`src/rtl/serial_sub_pkg.sv`:
```
// Shared definitions for the bit-serial subtractor: FSM encoding and default width.
package serial_sub_pkg;

    localparam int SS_WIDTH_DEF = 16;

    typedef enum logic [1:0] {
        SS_IDLE  = 2'd0,
        SS_SHIFT = 2'd1,
        SS_DONE  = 2'd2
    } ss_state_t;

endpackage

```
`src/rtl/full_subtractor.sv`:
```
// One-bit full subtractor cell: diff = inA - inB - inBorrow.
// Pure combinational, zero latency, no flow control.
module full_subtractor (
    output logic diff,
    output logic borrowOut,
    input  logic inA,
    input  logic inB,
    input  logic inBorrow
);

    assign diff      = inA ^ inB ^ inBorrow;
    assign borrowOut = (~inA & inB) | (~(inA ^ inB) & inBorrow);

endmodule

```
`src/rtl/serial_subtractor.sv`:
```
// Bit-serial WIDTH-bit subtractor (diff = inA - inB), one bit per clock, LSB first.
// Latency: done pulses WIDTH+1 cycles after the accept cycle; one op per WIDTH+2 cycles.
// Backpressure: start is taken only while ready; starts while busy/done are dropped.
// Optional flag outputs (zero/negative/overflow) are enabled by SERIAL_SUB_FLAGS_EN.
module serial_subtractor
    import serial_sub_pkg::*;
#(
    parameter int WIDTH = SS_WIDTH_DEF
) (
    input  logic             clk,
    input  logic             reset,
    input  logic             start,
    input  logic [WIDTH-1:0] inA,
    input  logic [WIDTH-1:0] inB,
    output logic             ready,
    output logic             busy,
    output logic             done,
    output logic [WIDTH-1:0] diff,
`ifdef SERIAL_SUB_FLAGS_EN
    output logic             zero,
    output logic             negative,
    output logic             overflow,
`endif
    output logic             borrow
);

    localparam int CW = $clog2(WIDTH);
    localparam logic [CW-1:0] LAST = CW'(WIDTH - 1);

    ss_state_t        state, state_n;
    logic [CW-1:0]    cnt;
    logic [WIDTH-1:0] reg_a, reg_b, diff_q;
    logic             brw_q;
    logic             d_bit, b_out;

    full_subtractor u_cell (
        .diff      (d_bit),
        .borrowOut (b_out),
        .inA       (reg_a[0]),
        .inB       (reg_b[0]),
        .inBorrow  (brw_q)
    );

    always_comb begin
        state_n = state;
        unique case (state)
            SS_IDLE:  if (start) state_n = SS_SHIFT;
            SS_SHIFT: if (cnt == LAST) state_n = SS_DONE;
            SS_DONE:  state_n = SS_IDLE;
            default:  state_n = SS_IDLE;
        endcase
    end

    always_ff @(posedge clk) begin
        if (reset) begin
            state  <= SS_IDLE;
            cnt    <= '0;
            reg_a  <= '0;
            reg_b  <= '0;
            diff_q <= '0;
            brw_q  <= 1'b0;
        end else begin
            state <= state_n;
            if (state == SS_IDLE && start) begin
                reg_a <= inA;
                reg_b <= inB;
                brw_q <= 1'b0;
                cnt   <= '0;
            end else if (state == SS_SHIFT) begin
                reg_a  <= reg_a >> 1;
                reg_b  <= reg_b >> 1;
                diff_q <= {d_bit, diff_q[WIDTH-1:1]};
                brw_q  <= b_out;
                cnt    <= cnt + 1'b1;
            end
        end
    end

`ifdef SERIAL_SUB_FLAGS_EN
    logic zero_q, neg_q, ovf_q;

    // On the last shift edge reg_a[0]/reg_b[0] hold the original operand MSBs.
    always_ff @(posedge clk) begin
        if (reset) begin
            zero_q <= 1'b0;
            neg_q  <= 1'b0;
            ovf_q  <= 1'b0;
        end else if (state == SS_SHIFT && cnt == LAST) begin
            zero_q <= ({d_bit, diff_q[WIDTH-1:1]} == '0);
            neg_q  <= d_bit;
            ovf_q  <= (reg_a[0] != reg_b[0]) && (d_bit != reg_a[0]);
        end
    end

    assign zero     = zero_q;
    assign negative = neg_q;
    assign overflow = ovf_q;
`endif

    assign ready  = (state == SS_IDLE);
    assign busy   = (state == SS_SHIFT);
    assign done   = (state == SS_DONE);
    assign diff   = diff_q;
    assign borrow = brw_q;

endmodule

```
`config.mk`:
```
export PLATFORM = sky130hd
export DESIGN_NAME = serial_subtractor
export DESIGN_NICKNAME = d
export VERILOG_FILES = /design/src/rtl/serial_sub_pkg.sv /design/src/rtl/full_subtractor.sv /design/src/rtl/serial_subtractor.sv
export SDC_FILE = /design/constraint.sdc
export NUM_CORES = 1
export LEC_CHECK = 0
export CAP_MARGIN = 20
export CORE_MARGIN = 5
export CORE_UTILIZATION = 49
export DETAILED_ROUTE_END_ITERATION = 10
export PLACE_DENSITY = 0.79
export SYNTH_ARGS = -nofsm -noshare
export SYNTH_HDL_FRONTEND = slang
export SYNTH_SLANG_ARGS = --single-unit
```
`constraint.sdc`:
```
create_clock -name clk -period 1.45 [get_ports clk]
set_input_delay 0.29 -clock clk [delete_from_list [all_inputs] [get_ports clk]]
set_output_delay 0.29 -clock clk [all_outputs]
set_load 0.01 [all_outputs]
```
## After elaboration in Yosys (flattened, before gate mapping)

Cells that the tools add are included.

| word-level totals | value |
|---|---|
| word-level logic and storage cells | 33 |
| register bits | 55 |
| output and inout port bits | 20 |
| input port bits | 35 |

| operators by class | value |
|---|---|
| bitwise gates (word level) | 8 |
| multiplexer cells | 7 |
| reduce and logical (&&, ||, !) cells | 6 |
| $add $sub $neg | 1 |
| eq/ne operators | 5 |

Operator list:

| operator | number |
|---|---|
| 16-bit 2-to-1 mux | 4 |
| 4-bit by 1-bit adder with 4-bit output, second input constant | 1 |
| 4-bit equality test, second input constant | 1 |
| 2-bit 2-to-1 mux | 2 |
| 2-bit one-hot mux with 2 select lines | 1 |
| 2-bit AND reduction | 2 |
| 1-bit NOT | 3 |
| 1-bit AND | 2 |
| 2-bit by 1-bit equality test with 1-bit output, second input constant | 1 |
| 2-bit equality test, second input constant | 1 |
| 2-bit logical NOT | 1 |
| 2-bit by 1-bit inequality test with 1-bit output, second input constant | 1 |
| 2-bit inequality test, second input constant | 1 |
| 2-bit nonzero test | 1 |
| 2-bit OR reduction | 1 |
| 1-bit bitwise XOR | 2 |
| 1-bit logical AND | 1 |
| 1-bit OR | 1 |

## Depth between registers and ports, before layout

| logic depth | value |
|---|---|
| depth after elaboration | 4 |
| gate-level depth with buffers | 7 |
| gate-level depth less buffers | 4 |

## Hierarchy

A second synthesis with hierarchy kept.

| second synthesis, totals | value |
|---|---|
| cells, all modules | 290 |
| area total of the unflattened synthesis | 2,308.5 µm² |

Modules (own cells, without submodules):

| module | times used | cells an instance | area an instance (µm²) | seq. area each (µm²) |
|---|---|---|---|---|
| serial_subtractor | 1 | 286 | 2,277.2 | 1,101.1 |
| full_subtractor | 1 | 4 | 31.3 | 0.0 |

## Worst setup path after synthesis

OpenSTA, ideal clock, no wires.

| timing path | value |
|---|---|
| kind | reg2reg |
| from | register state[1] |
| to | register reg_b[4] |
| buffers on the path | 3 |
| cell stages (with the launch flop) | 7 |
| library setup time | 0.134 ns |
| period minus slack after synthesis | 1.347 ns |
| data required time | 1.316 ns |
| slack | 0.103 ns |
| arrival | 1.213 ns |
| path through | dfxtp_1 -> buf_6 -> or3b_1 -> buf_2 -> buf_2 -> nor2_1 -> a311oi_2 |

| between the ends | value |
|---|---|
| cells in the longest elaborated chain, start to end | 3 |
| elaborated cells on any way between the ends | 5 |
| those cells by class | 1 x eq/ne; 1 x mux; 3 x reduce/logical |

RTL lines:

| what | RTL line | RTL |
|---|---|---|
| from (decl) | serial_subtractor.sv:30 | `ss_state_t state, state_n;` |
| from (signal assigned) | serial_subtractor.sv:63 | `state <= state_n;` |
| 2-bit logical NOT | serial_subtractor.sv:64 | `if (state == SS_IDLE && start) begin` |
| 1-bit logical AND | serial_subtractor.sv:64 |  |
| 16-bit 2-to-1 mux / 2-bit nonzero test (equally long branches) | n/a |  |
| to (signal assigned) | serial_subtractor.sv:66 | `reg_b <= inB;` |
| to (signal assigned) | serial_subtractor.sv:71 | `reg_b <= reg_b >> 1;` |
| to (decl) | serial_subtractor.sv:32 | `logic [WIDTH-1:0] reg_a, reg_b, diff_q;` |

Parallel ways exist; a longest one is shown, timed or not.
A chain may end at the register's enable or synchronous reset.

## Worst setup path in the final report

| timing path | value |
|---|---|
| from | input start |
| to | register reg_a[3] |

| between the ends | value |
|---|---|
| cells in the longest elaborated chain, start to end | 2 |
| elaborated cells on any way between the ends | 3 |
| those cells by class | 1 x mux; 2 x reduce/logical |

RTL lines:

| what | RTL line | RTL |
|---|---|---|
| from (decl) | serial_subtractor.sv:12 | `input logic start,` |
| 1-bit logical AND * | serial_subtractor.sv:64 |  |
| 16-bit 2-to-1 mux / 2-bit nonzero test (equally long branches) | n/a |  |
| to (signal assigned) | serial_subtractor.sv:65 | `reg_a <= inA;` |
| to (signal assigned) | serial_subtractor.sv:70 | `reg_a <= reg_a >> 1;` |
| to (decl) | serial_subtractor.sv:32 |  |

Every way passes the cells marked *; elsewhere a longest branch is shown, timed or not.

==> impl_metrics.csv <==
group,metric,value,unit
run_status,status,"finished, violations left",
run_status,violations,"negative setup slack",
final_layout,fillCellCount,357,
final_layout,final_core_utilization,70.1,%
route,via_count,2197,
clock_tree,worst_setup_hold_path_clk_slew,0.10,ns
route,routed_wire_length_per_instance,14.2,µm
clock_tree,cts_buffers,5,
die,core,0.00463,mm²
synth,syn-cell-area,0.00230,mm²
power,clkPwrFrac,28.7,%
place,hpwl,3390,µm
place,pre_cts_slack,-0.281,ns
setup_path,rr_startpoint,"state[0]",
place,gp_routability_congestion,0.796,
clock_tree,clock_sinks,55,
final_layout,insertedDiodeCount,0,
timing,layout_worst_path_cycle_share,107,%
power,power.ir.vdd_worst,438,µV
synth,synth_edf_count,0,
global_route,grt_max_degree,34,
die,starting_density_of_the_core,49.8,%
place,port_buffers,54,
setup_path,rrSetupSlack,-0.10,ns
power,internal_power_of_the_cells,2.35,mW
clock_tree,cts.hold.buffers_added,0,
global_route,grt_first_pass_wirelength,8130,µm
synth,postSynthRegisterBits,55,
setup_path,path_cells,"clkdlybuf4s50_1, buf_6, nor3b_4, clkbuf_16, buf_8, a21oi_1, a211oi_1",
clock_tree,tritoncts,"built",
global_route,grt_antenna_before_repair,0,
place,postPlaceCellArea,0.00289,mm²
power,pwr-share-comb,19.3,%
synth,yosysWarnings,0,
global_route,gr-total-overflow,0,
timing,finalClockSkew,0.00631,ns
synth,share_of_flip_flops_with_an_asynchronous_set_or_reset_after_synthesis,0,%
route,ant_nets,0,
clock_tree,cts_htree_levels,2,
route,post-route-drc-count,0,
final_layout,final_cell_area,0.00324,mm²
final_layout,drive_gt1_share,19.8,%
power,cellPowerDensity,982,mW/mm²
timing,setup-violations-final,28,
route,viasPerCell,5.47,
global_route,grt_pass1_vias,1850,
die,fp.dieH,78.6,µm
setup_path,setup.worst_path.end,"reg_a[3]",
timing,hold_viol_final,0,
hold_path,holdPathStages,2,
timing,slew-limit-headroom,78.0,%
timing,rsz0062_at_grt,"true",
route,drt_first_iter_violations,119,
setup_path,timing.critical_path.slowest_stage_cell,"clkdlybuf4s50_1",
clock_tree,clock_tree.buffer_depth,2,
synth,postSynthCellCount,288,
clock_tree,clk_root_buffer_cell,"clkbuf_8",
power,seq_power_share,52.1,%
global_route,groute.usage.overall,16.0,%
final_layout,nets,384,
final_layout,layout-area-overhead-vs-synth,40.8,%
clock_tree,insertion_delay,0.30,ns
setup_path,setup.worst_path.start,"start",
timing,worst_slack,-0.101,ns
synth,syn_area_per_cell,8.00,µm²
setup_path,worst_path_largest_cell_delay,0.50,ns
synth,mappedNetlistNets,325,
route,drtPass1Iterations,4,
setup_path,timing.critical_path.arrival,1.77,ns
timing,timing.final.max_slew_violations,0,
setup_path,endpoint_kind,"flop",
timing,final_period_minus_worst_setup_slack,1.55,ns
synth,share_of_the_yosys_chip_area_belonging_to_registers,47.8,%
setup_path,r2r.worst_path.cells,7,
job,max_cap_viol_count,0,
route,drt_wl_total,5710,µm
timing,timing.fmax,0.645,GHz
timing,worst_slew_pin_slew,0.329,ns
setup_path,crit_path_max_fanout,5,
setup_path,worst-endpoint-required,1.67,ns
synth,synth_top_flop_cell,"dfxtp_1",
synth,synth.lib_cells_used.distinct,27,
timing,finalHoldWorstSlack,0.292,ns
setup_path,category_of_the_most_critical_setup_path,"primary input to flop",
setup_path,r2r-end,"reg_a[3]",
power,p_switching,0.841,mW
die,die-area,0.00617,mm²
die,number_of_standard_cell_rows_in_the_floorplan,25,
power,cellLeakagePower,1.25,nW
die,die_w,78.6,µm
die,io_pins,55,
power,switch_share,26.4,%
setup_path,crit_path_launch_type,"primary input",
hold_path,min_path_type,"primary input to flop",
-- cell families after synthesis --
logic type / Yosys count / share of synthesized area (%)
AO/OA/AOI/OAI: 80 / 21.0
XOR/XNOR: 2 / 0.761
flip-flops: 55 / 47.8
AND/OR/NAND/NOR: 121 / 22.7
adder cells (fa/ha/maj): 2 / 1.41
buffers and inverters: 28 / 6.41
-- cells in the mapped netlist (all sizes together) (3+ instances only) --
| master | number | area [µm²] |
|---|---|---|
| a21oi | 50 | 250 |
| nand2 | 65 | 244 |
| inv | 3 | 11.3 |
| nor2 | 35 | 131 |
| nor3 | 4 | 20.0 |
| buf | 16 | 103 |
| dfxtp | 55 | 1100 |
| nand3 | 4 | 20.0 |
| a211oi | 27 | 203 |
| or3b | 4 | 35.0 |
| nand2b | 5 | 38.8 |
| clkbuf | 9 | 33.8 |
-- critical path, delay by kind of cell --
family                 cells  cell delay, ns
buffers and inverters      4            0.93
and+or+nand+nor            1            0.28
AOI/OAI and AO/OA          2            0.27
-- power by group through the flow --
stage	combinational, mW	sequential, mW	clock [mW]
5_1_grt	0.666	1.67	0.994
3_3_place_gp	0.479	1.68	0
3_5_place_dp	0.486	1.68	0
6_report	0.614	1.66	0.913
4_1_cts	0.484	1.65	0.932
2_1_floorplan	0.302	1.68	0
-- metrics by stage --
stage,std cells,power [mW],TNS (ns)
2_1_floorplan,288,1.98,0
3_3_place_gp,385,2.16,-8.54
3_5_place_dp,385,2.17,-8.39
4_1_cts,393,3.07,-0.0152
5_1_grt,402,3.33,-2.80
6_report,402,3.19,-1.57
-- placed cells by master, fill, tap and decap left out, drive strengths merged, types with 3 or more instances in the layout --
| cell | n |
|---|---|
| nand2 | 65 |
| dfxtp | 55 |
| a21oi | 50 |
| nor2 | 35 |
| clkdlybuf4s50 | 33 |
| a211oi | 27 |
| buf | 21 |
| dlygate4sd2 | 17 |
| clkbuf | 13 |
| nand2b | 5 |
| nor3 | 4 |
| nand3 | 4 |
| or3b | 4 |
| inv | 3 |
-- repair_timing --
action	in CTS	in global routing
gates resized for setup	23	48
endpoints found under the setup margin	25	31
buffers inserted	0	7
endpoints found under the hold margin	0	0
pin swaps	0	29
cloned	0	2
-- metal layers --
| metal | vias to the layer above | GRT usage, % | wire length (µm) |
|---|---|---|---|
| met4 | 0 | 5.42 | 69 |
| li1 | 1087 | - | - |
| met3 | 9 | 3.44 | 304 |
| met1 | 1044 | 20.0 | 2520 |
| met2 | 57 | 27.1 | 2820 |
| met5 | - | 0 | 0 |
-- final cells by class --
cell class	instances	area (µm²)	share of cell area, %
Sequential cell	55	1100	34.0
Tap cell	54	67.6	2.08
Clock buffer	8	100	3.09
Inverter	3	11.3	0.347
Timing Repair Buffer	77	771	23.8
Multi-Input combinational cell	205	1190	36.7
-- registers in the layout, summed over array words and instances (netlist names) --
register  cells
state         2
reg_a        16
reg_b        16
cnt           4
diff         16
borrow        1
-- worst min-delay path by stage --
stage	slack [ns]	endpoint	from
2_1_floorplan	0.43	reg_a[15]	inA[15]
3_3_place_gp	0.44	reg_b[1]	reg_b[2]
3_5_place_dp	0.45	diff[0]	diff[0]
4_1_cts	0.27	reg_b[8]	reset
5_1_grt	0.29	reg_b[9]	reset
6_report	0.29	reg_b[9]	reset
Power figures use the tool's default switching activity.
